$ cat src/rtl/fp_fir_pkg.sv
// Shared definitions for the time-multiplexed FP FIR: FSM state codes, the +0.0
// pattern and the default tap count.
package fp_fir_pkg;

    localparam int TAP_CNT_DEF = 31;
    localparam logic [31:0] FP_ZERO = 32'h0000_0000;

    typedef logic [1:0] state_t;
    localparam state_t ST_IDLE  = 2'd0;
    localparam state_t ST_ISSUE = 2'd1;
    localparam state_t ST_WAIT  = 2'd2;
    localparam state_t ST_OUT   = 2'd3;

endpackage

$ cat src/rtl/fp_fir_mac_sequencer_if.sv
// Sample-in, MAC-issue, result-capture and filtered-out signals of the FIR sequencer.
// master = the sequencer itself, slave = its environment (source, MAC, sink).
interface fp_fir_mac_sequencer_if #(
    parameter int DATA_W = 32,
    parameter int ADDR_W = $clog2(fp_fir_pkg::TAP_CNT_DEF)
);
    logic              valid_in;
    logic              ready_in;
    logic [DATA_W-1:0] data_in;
    logic              mac_valid;
    logic              mac_ready;
    logic [DATA_W-1:0] mac_sample;
    logic [ADDR_W-1:0] coef_addr;
    logic              mac_first;
    logic              mac_last;
    logic              acc_valid;
    logic [DATA_W-1:0] acc_result;
    logic              valid_out;
    logic              out_ready;
    logic [DATA_W-1:0] data_out;
    logic              busy;
    logic              proto_err;

    modport master (
        input  valid_in, data_in, mac_ready, acc_valid, acc_result, out_ready,
        output ready_in, mac_valid, mac_sample, coef_addr, mac_first, mac_last,
               valid_out, data_out, busy, proto_err
    );

    modport slave (
        output valid_in, data_in, mac_ready, acc_valid, acc_result, out_ready,
        input  ready_in, mac_valid, mac_sample, coef_addr, mac_first, mac_last,
               valid_out, data_out, busy, proto_err
    );
endinterface

$ cat src/rtl/fp_fir_delay_line.sv
// Circular sample store: one write port, combinational read by index, all entries
// cleared to +0.0 on reset. Pointer arithmetic is owned by the caller.
module fp_fir_delay_line
    import fp_fir_pkg::*;
#(
    parameter int DEPTH  = TAP_CNT_DEF,
    parameter int DATA_W = 32,
    parameter int ADDR_W = $clog2(DEPTH)
) (
    input  logic              clk,
    input  logic              rst,
    input  logic              wr_en,
    input  logic [ADDR_W-1:0] wr_addr,
    input  logic [DATA_W-1:0] wr_data,
    input  logic [ADDR_W-1:0] rd_addr,
    output logic [DATA_W-1:0] rd_data
);
    localparam logic [ADDR_W:0] DEPTH_X = (ADDR_W+1)'(DEPTH);

    logic [DEPTH-1:0][DATA_W-1:0] mem;

    for (genvar i = 0; i < DEPTH; i++) begin : g_ent
        always_ff @(posedge clk or posedge rst) begin
            if (rst)
                mem[i] <= DATA_W'(FP_ZERO);
            else if (wr_en && wr_addr == ADDR_W'(i))
                mem[i] <= wr_data;
        end
    end

    // Indices past DEPTH only exist when DEPTH is not a power of two; read them as +0.0.
    assign rd_data = ({1'b0, rd_addr} < DEPTH_X) ? mem[rd_addr] : DATA_W'(FP_ZERO);

endmodule

$ cat src/rtl/fp_fir_mac_sequencer.sv
// Time-multiplexed FIR controller: buffers one sample, walks TAP_CNT (sample, coef)
// operations through a shared external FP MAC, then presents the accumulated result.
module fp_fir_mac_sequencer
    import fp_fir_pkg::*;
#(
    parameter int TAP_CNT = TAP_CNT_DEF,
    parameter int DATA_W  = 32
) (
    input  logic                  clk,
    input  logic                  rst,
    fp_fir_mac_sequencer_if.master bus
);
    localparam int ADDR_W = $clog2(TAP_CNT);
    localparam logic [ADDR_W-1:0] LAST_IDX = ADDR_W'(TAP_CNT - 1);

    state_t            state;
    logic [ADDR_W-1:0] wr_ptr;
    logic [ADDR_W-1:0] rd_ptr;
    logic [ADDR_W-1:0] tap;
    logic [DATA_W-1:0] rd_data;
    logic [DATA_W-1:0] data_q;
    logic              valid_q;
    logic              perr_q;
    logic              ready;
    logic              accept;
    logic              fire;
    logic              last_fire;
    logic              capture;

    assign ready     = (state == ST_IDLE) && !rst;
    assign accept    = ready && bus.valid_in;
    assign fire      = (state == ST_ISSUE) && bus.mac_ready;
    assign last_fire = fire && (tap == LAST_IDX);
    // A result arriving with the final handshake is as good as one arriving in WAIT.
    assign capture   = bus.acc_valid && ((state == ST_WAIT) || last_fire);

    fp_fir_delay_line #(
        .DEPTH  (TAP_CNT),
        .DATA_W (DATA_W),
        .ADDR_W (ADDR_W)
    ) u_dline (
        .clk     (clk),
        .rst     (rst),
        .wr_en   (accept),
        .wr_addr (wr_ptr),
        .wr_data (bus.data_in),
        .rd_addr (rd_ptr),
        .rd_data (rd_data)
    );

    always_ff @(posedge clk or posedge rst) begin
        if (rst) begin
            state   <= ST_IDLE;
            wr_ptr  <= '0;
            rd_ptr  <= '0;
            tap     <= '0;
            valid_q <= 1'b0;
            data_q  <= DATA_W'(FP_ZERO);
            perr_q  <= 1'b0;
        end else begin
            if (bus.acc_valid && !capture)
                perr_q <= 1'b1;
            if (capture) begin
                data_q  <= bus.acc_result;
                valid_q <= 1'b1;
            end
            case (state)
                ST_IDLE: begin
                    if (accept) begin
                        rd_ptr <= wr_ptr;
                        wr_ptr <= (wr_ptr == LAST_IDX) ? '0 : wr_ptr + 1'b1;
                        tap    <= '0;
                        state  <= ST_ISSUE;
                    end
                end
                ST_ISSUE: begin
                    if (fire) begin
                        // Walk backwards in time: tap k reads x[n-k].
                        rd_ptr <= (rd_ptr == '0) ? LAST_IDX : rd_ptr - 1'b1;
                        if (tap == LAST_IDX) begin
                            tap   <= '0;
                            state <= bus.acc_valid ? ST_OUT : ST_WAIT;
                        end else begin
                            tap <= tap + 1'b1;
                        end
                    end
                end
                ST_WAIT: begin
                    if (bus.acc_valid)
                        state <= ST_OUT;
                end
                ST_OUT: begin
                    if (bus.out_ready) begin
                        valid_q <= 1'b0;
                        state   <= ST_IDLE;
                    end
                end
                default: state <= ST_IDLE;
            endcase
        end
    end

    assign bus.ready_in   = ready;
    assign bus.mac_valid  = (state == ST_ISSUE);
    assign bus.mac_sample = rd_data;
    assign bus.coef_addr  = tap;
    assign bus.mac_first  = (state == ST_ISSUE) && (tap == '0);
    assign bus.mac_last   = (state == ST_ISSUE) && (tap == LAST_IDX);
    assign bus.valid_out  = valid_q;
    assign bus.data_out   = data_q;
    assign bus.busy       = (state != ST_IDLE);
    assign bus.proto_err  = perr_q;

endmodule

$ cat src/flat_wrapper.sv
// flat-port wrapper written by rule: the top's interface ports become plain ports
module fp_fir_mac_sequencer_flat import fp_fir_pkg::*;
#(
    parameter int TAP_CNT = TAP_CNT_DEF,
    parameter int DATA_W  = 32
)
  (clk, rst, bus_valid_in, bus_data_in, bus_mac_ready, bus_acc_valid, bus_acc_result, bus_out_ready, bus_ready_in, bus_mac_valid, bus_mac_sample, bus_coef_addr, bus_mac_first, bus_mac_last, bus_valid_out, bus_data_out, bus_busy, bus_proto_err);
  fp_fir_mac_sequencer_if #(.DATA_W(DATA_W), .ADDR_W(($clog2((31))))) bus_i ();
  input  logic clk;
  input  logic rst;
  input wire logic [$bits(bus_i.valid_in)-1:0] bus_valid_in;
  input wire logic [$bits(bus_i.data_in)-1:0] bus_data_in;
  input wire logic [$bits(bus_i.mac_ready)-1:0] bus_mac_ready;
  input wire logic [$bits(bus_i.acc_valid)-1:0] bus_acc_valid;
  input wire logic [$bits(bus_i.acc_result)-1:0] bus_acc_result;
  input wire logic [$bits(bus_i.out_ready)-1:0] bus_out_ready;
  output wire logic [$bits(bus_i.ready_in)-1:0] bus_ready_in;
  output wire logic [$bits(bus_i.mac_valid)-1:0] bus_mac_valid;
  output wire logic [$bits(bus_i.mac_sample)-1:0] bus_mac_sample;
  output wire logic [$bits(bus_i.coef_addr)-1:0] bus_coef_addr;
  output wire logic [$bits(bus_i.mac_first)-1:0] bus_mac_first;
  output wire logic [$bits(bus_i.mac_last)-1:0] bus_mac_last;
  output wire logic [$bits(bus_i.valid_out)-1:0] bus_valid_out;
  output wire logic [$bits(bus_i.data_out)-1:0] bus_data_out;
  output wire logic [$bits(bus_i.busy)-1:0] bus_busy;
  output wire logic [$bits(bus_i.proto_err)-1:0] bus_proto_err;
  assign bus_i.valid_in = bus_valid_in;
  assign bus_i.data_in = bus_data_in;
  assign bus_i.mac_ready = bus_mac_ready;
  assign bus_i.acc_valid = bus_acc_valid;
  assign bus_i.acc_result = bus_acc_result;
  assign bus_i.out_ready = bus_out_ready;
  assign bus_ready_in = bus_i.ready_in;
  assign bus_mac_valid = bus_i.mac_valid;
  assign bus_mac_sample = bus_i.mac_sample;
  assign bus_coef_addr = bus_i.coef_addr;
  assign bus_mac_first = bus_i.mac_first;
  assign bus_mac_last = bus_i.mac_last;
  assign bus_valid_out = bus_i.valid_out;
  assign bus_data_out = bus_i.data_out;
  assign bus_busy = bus_i.busy;
  assign bus_proto_err = bus_i.proto_err;
  fp_fir_mac_sequencer #(.TAP_CNT(TAP_CNT), .DATA_W(DATA_W)) u_core (.clk(clk), .rst(rst), .bus(bus_i));
endmodule
$ cat config.mk
export PLATFORM = sky130hd
export DESIGN_NAME = fp_fir_mac_sequencer_flat
export DESIGN_NICKNAME = d
export VERILOG_FILES = /design/src/rtl/fp_fir_pkg.sv /design/src/rtl/fp_fir_mac_sequencer_if.sv /design/src/rtl/fp_fir_delay_line.sv /design/src/rtl/fp_fir_mac_sequencer.sv /design/src/flat_wrapper.sv
export SDC_FILE = /design/constraint.sdc
export NUM_CORES = 2
export LEC_CHECK = 0
export BUFFER_PORTS_ARGS = -buffer_cell sky130_fd_sc_hd__clkbuf_2
export CORE_ASPECT_RATIO = 1.5
export CORE_UTILIZATION = 26
export CTS_CLUSTER_SIZE = 40
export DETAILED_ROUTE_END_ITERATION = 10
export GPL_ROUTABILITY_DRIVEN = 0
export SYNTH_ARGS = -nofsm -noshare
export SYNTH_HDL_FRONTEND = slang
export SYNTH_SLANG_ARGS = --single-unit
$ cat constraint.sdc
create_clock -name clk -period 41.5 [get_ports clk]
set_input_delay 0 -clock clk [delete_from_list [all_inputs] [get_ports clk]]
set_output_delay 0 -clock clk [all_outputs]
set_load 0.05 [all_outputs]
# Word level (Yosys, flattened, before mapping)
# Index checks and enable logic that the tools add are counted.
# word_totals
output_inout_bits	76
input_bits	70
wordCells	155
reg_bits	1043
# classes
n_eq_ne	39
order_cmp	2
add_sub_neg	3
n_mux	22
n_reduce_logical	51
# ops
operator	n
binary-select mux 32 bit (select 5 bit)	1
equality test 5 bit, second input constant	16
two-way mux 32 bit	2
equality test 5 x 4 -> 1 bit, second input constant	8
logical AND 1 bit	39
two-way mux 5 bit	7
equality test 5 x 3 -> 1 bit, second input constant	4
case mux 5 bit (2 select lines)	2
logical NOT 5 bit	3
adder 5 x 1 -> 5 bit, second input constant	2
equality test 5 x 2 -> 1 bit, second input constant	2
two-way mux 2 bit	5
case mux 2 bit (4 select lines)	1
< comparator 5 x 6 -> 1 bit, second input constant	1
!= test 2 bit, second input constant	3
equality test 5 x 1 -> 1 bit, second input constant	1
< comparator 5 bit, second input constant	1
AND reduction 5 bit	1
subtractor 5 x 1 -> 5 bit, second input constant	1
equality test 2 bit, second input constant	2
two-way mux 1 bit	4
!= test 2 x 1 -> 1 bit, second input constant	2
nonzero test 2 bit	2
AND reduction 3 bit	1
other kinds (5)	6

# Depth between registers and ports, before layout
# logic_depth
ltp_word	8
mapped_depth	9

# Modules after synthesis
# From an unflattened synthesis, not the netlist that was laid out.
# hier_totals
hier_cells	3108
hier_area_um2	47877.2
# by_module_without_submodules
module	seq_area_each_um2	instances	area_per_inst_um2	cells_each
fp_fir_delay_line	24823.8	1	45364.8	2909
fp_fir_mac_sequencer	1276.2	1	2512.4	199

# Least setup slack after synthesis
# Ideal clock, no wire load.
# synth_timing
kind	register to output
start	register u_core.state[1]
end	output port bus_mac_first
setup_slack_ns	38.934
t_required_ns	41.500
path_stages_with_launch	6
arrival_ns	2.566
n_path_buf	1
cell_sequence	dfrtp_1 > inv_1 > ha_1 > clkbuf_1 > inv_1 > nor3_1
# synth_via
elab_chain_len	2
# synth_lines
item	line_no	rtl
start, declared	fp_fir_mac_sequencer.sv:16	state_t state;
start signal, assigned	fp_fir_mac_sequencer.sv:82	state <= bus.acc_valid ? ST_OUT : ST_WAIT;
equality test 2 x 1 -> 1 bit	-	
via bus_mac_valid	flat_wrapper.sv:18	output wire logic [$bits(bus_i.mac_valid)-1:0] bus_mac_valid;
logical AND 1 bit	fp_fir_mac_sequencer.sv:107	assign bus.mac_first = (state == ST_ISSUE) && (tap == '0);
end, declared	flat_wrapper.sv:21	output wire logic [$bits(bus_i.mac_first)-1:0] bus_mac_first;
# The timed path passes the listed nets, and every way through them passes these cells.

# Final worst setup path
# layout_timing
start	register u_core.rd_ptr[0]
end	output port bus_mac_sample[10]
# layout_via
elab_chain_len	3
# layout_lines
item	line_no	rtl
start, declared	fp_fir_mac_sequencer.sv:18	logic [ADDR_W-1:0] rd_ptr;
start signal, assigned	fp_fir_mac_sequencer.sv:70	rd_ptr <= wr_ptr;
start signal, assigned	fp_fir_mac_sequencer.sv:79	rd_ptr <= (rd_ptr == '0) ? LAST_IDX : rd_ptr - 1'b1;
binary-select mux 32 bit (select 5 bit)	fp_fir_delay_line.sv:32	assign rd_data = ({1'b0, rd_addr} < DEPTH_X) ? mem[rd_addr] : DATA_W'(FP_ZERO);
two-way mux 32 bit (implied by the code)	fp_fir_delay_line.sv:32	
two-way mux 32 bit *	fp_fir_delay_line.sv:32	
end, declared	flat_wrapper.sv:19	output wire logic [$bits(bus_i.mac_sample)-1:0] bus_mac_sample;
# Mark *: on every way between the ends. The rest lies on a longest branch, timed or not. The select of a mux whose other input is x is not followed.

==> flow_summary_export.csv <==
group,metric,value,unit
clocking,post_cts_buffers,0,
power_and_ir_drop,power.density,62.4,mW/mm^2
sta,fin_crit,5470,ps
worst_setup_path,cp_data_arrival_time,5470,ps
worst_setup_path,cp_cell_sequence,"buf_4 > buf_4 > buf_4 > mux4_2 > mux2_2 > o22ai_1 > nor3_1 > clkbuf_2",
logic_synthesis,yosysWarnings,0,
floorplan,rows,192,
power_and_ir_drop,peakVddDrop,0.0000668,V
global_routing,antenna_found_initial,10,
layout,diodes,0,
layout,layout.nets,3486,
placement,io_buffer_count,145,
sta,setup_viol,0,
floorplan,die_h,528,um
worst_setup_path,start_kind,"flip-flop",
logic_synthesis,syn_avg_cell_area,14.5,um^2
sta,hold_viol,0,
clocking,cts-buffers-inserted,111,
floorplan,initial_utilization,26.2,%
floorplan,io_pins,146,
floorplan,core,0.183,mm^2
clocking,ctsHoldBuffers,87,
min_path,worst_hold_path_type,"in2async",
global_routing,grt_max_degree,127,
worst_setup_path,worstPathRequired,41500,ps
logic_synthesis,netlist_instances,3311,
logic_synthesis,yosysUniqueCellTypes,48,
layout,area_growth,15.7,%
floorplan,die_x,353,um
worst_setup_path,cp_num_buf_inv,4,
global_routing,grt.total_usage,14.3,%
routing,drt_iter0_markers,1776,
logic_synthesis,netlist.area_leader.share,54.4,%
worst_setup_path,critPathSlowestCell,"buf_4",
worst_setup_path,crit_family,"buffers and inverters",
routing,vias,28600,
logic_synthesis,synth-edff-count,0,
logic_synthesis,synth-seq-area-share,54.4,%
worst_setup_path,path_max_fanout,53,
sta,setup_tns,0,ps
worst_setup_path,crit_type,"reg2out",
routing,drt_wl_total,133,mm
global_routing,gr-total-overflow,0,
clocking,clock_sinks,1043,
run_status,status,"finished clean",
sta,worstMarginPinSlew,1120,ps
flow_run,drv_cap,0,
clocking,clkLatencyLatePin,720,ps
logic_synthesis,synth_top_area_cell,"dfrtp_1",
worst_setup_path,max_stage_delay,870,ps
routing,drtAntennaViolNets,0,
clocking,cts.path.max_buffers,3,
logic_synthesis,synthArstFlopShare,100,%
clocking,cts_root_buf,"clkbuf_16",
sta,grt_setup_unrepaired,"no",
power_and_ir_drop,power_leakage,26.3,nW
logic_synthesis,synth_area_leaders,"dfrtp_1 (54%), mux2_2 (23%), mux4_2 (7.5%), mux2i_1 (3.4%), clkbuf_1 (1.3%)",
sta,period_share,13.2,%
sta,fin_worst_skew,42.3,ps
routing,vias_per_cell,4.83,
clocking,htree_levels,3,
worst_setup_path,cp_common_cell,"buf_4",
layout,fin_area,0.0555,mm^2
global_routing,grt_pass1_wl,203,mm
placement,postPlaceCellArea,0.0509,mm^2
sta,clock.fmax,0.183,GHz
placement,dp_hpwl,74.8,mm
logic_synthesis,ys_ff_latch,1043,
logic_synthesis,synthesis.nets,3395,
routing,wl_per_cell,22.5,um
global_routing,grt_pass1_vias,30900,
sta,slew_violations,0,
logic_synthesis,synth_area,0.0480,mm^2
logic_synthesis,synthFlopType,"dfrtp_1",
routing,firstDrtPassIters,5,
clocking,cts-resized-gates,0,
sta,max_slew_margin,25.1,%
worst_setup_path,cp-end-kind,"output port",
clocking,path_clk_slew,60,ps
layout,drive_above_1_share,45.6,%
floorplan,die-area,0.186,mm^2
routing,drc,0,
clocking,cts_tree,"yes",
flip-flops by register name, indices dropped and copies added, names as in the netlist:
name and count:
u_core.bus.data_out 32, u_core.wr_ptr 5, u_core.state 2, u_core.rd_ptr 5, u_core.bus.proto_err 1, u_core.u_dline.mem 992, u_core.bus.coef_addr 5, u_core.bus.valid_out 1
metal layers:
metal  share of wire (%)  vias to the layer above  wire length (um)  track usage, %
met5               0.034                        -                45               0
met4                 2.8                        8              3720            4.79
met3                 5.0                      201              6600            2.55
met2                  49                      692             65000            24.0
met1                  43                    15500             57700            18.5
li1                    -                    12200                 -               -
where the power goes:
part	switching [mW]	leakage, nW	internal (mW)
registers	0.110	14.2	1.18
logic	0.716	10.3	0.439
clock network	0.424	1.86	0.597
worst reg2reg max path, stage by stage, from the launching register on:
cell and delay, ps:
dfrtp_1 400, inv_1 150, ha_1 550, nand4_1 590, nor2_4 820, buf_4 610
mux2_2 420
placed cells by master (no fill, tap or decap), types with 6 or more instances in the layout:
cell              n
dlygate4sd3_1    87
mux2_2          970
nand2b_1         36
bufinv_16         6
a21oi_1          61
o221ai_1         33
clkbuf_1         23
a211oi_1         15
nor2_1           10
mux4_2          159
dfrtp_1        1040
o22ai_1          35
nor2b_1          18
ha_1             14
nand3_1           9
buf_4            61
nand2_1         113
clkbuf_2        145
nor2_4           29
a22oi_1          67
mux2_1           23
mux2_4           30
mux2i_1         164
clkbuf_8         35
inv_1            46
clkinv_2         15
nor3_1           34
clkbuf_16       112
o21ai_0          47
synth_stat cells, drive strengths merged, types with 2 or more instances:
| cell type | n |
|---|---|
| a211o | 2 |
| a211oi | 15 |
| a21oi | 61 |
| a22oi | 67 |
| a31oi | 2 |
| and2 | 4 |
| buf | 155 |
| clkbuf | 162 |
| dfrtp | 1043 |
| ha | 14 |
| inv | 47 |
| mux2 | 1023 |
| mux2i | 164 |
| mux4 | 159 |
| nand2 | 116 |
| nand2b | 39 |
| nand3 | 9 |
| nand4 | 5 |
| nor2 | 39 |
| nor2b | 20 |
| nor3 | 34 |
| o21ai | 47 |
| o221ai | 33 |
| o22ai | 35 |
| or2 | 2 |
| or3 | 3 |
cell type report:
type | instances | area (um^2)
Tap cell | 2425 | 3030
Clock inverter | 32 | 424
Sequential cell | 1043 | 26100
Multi-Input combinational cell | 1904 | 20300
Timing Repair Buffer | 295 | 2090
Clock buffer | 170 | 3370
Fill cell | 18100 | 127000
Inverter | 47 | 184
stage by stage:
step,power [mW],instances,hold WS [ps],setup WS [ps],utilization [%]
floorplan,2.13,3311,113,12140,-
global placement,2.44,5627,231,36120,27.8
detailed placement,2.46,5627,223,36040,27.8
CTS,3.50,5916,0.547,35810,30.4
global route,3.62,5916,45.3,35550,30.4
finish,3.46,5916,0.759,36030,30.4
final timing paths:
path	cells after the start	endpoint	from	slack, ps
setup / recovery	8	bus_mac_sample[10]	u_core.rd_ptr[0]	36030
hold / removal	3	u_core.state[0]	rst	0.8
setup reg to reg	6	u_core.u_dline.mem[791]	u_core.state[0]	37830
hold reg to reg	1	u_core.u_dline.mem[458]	u_core.u_dline.mem[458]	480
max in group asynchronous	8	u_core.u_dline.mem[300]	rst	36490
min in group clk	3	u_core.u_dline.mem[988]	bus_data_in[28]	50
logic make-up (layout without fill, tap and decap cells):
logic type | Yosys count | count (layout) | share of synthesized area, %
simple gates | 276 | 276 | 2.72
mux | 1346 | 1346 | 35.1
flops | 1043 | 1043 | 54.4
fa+ha+maj | 14 | 14 | 0.365
compound gates | 268 | 268 | 3.63
buf+inv | 364 | 544 | 3.77
No activity file was read; power rests on OpenSTA's default activity.
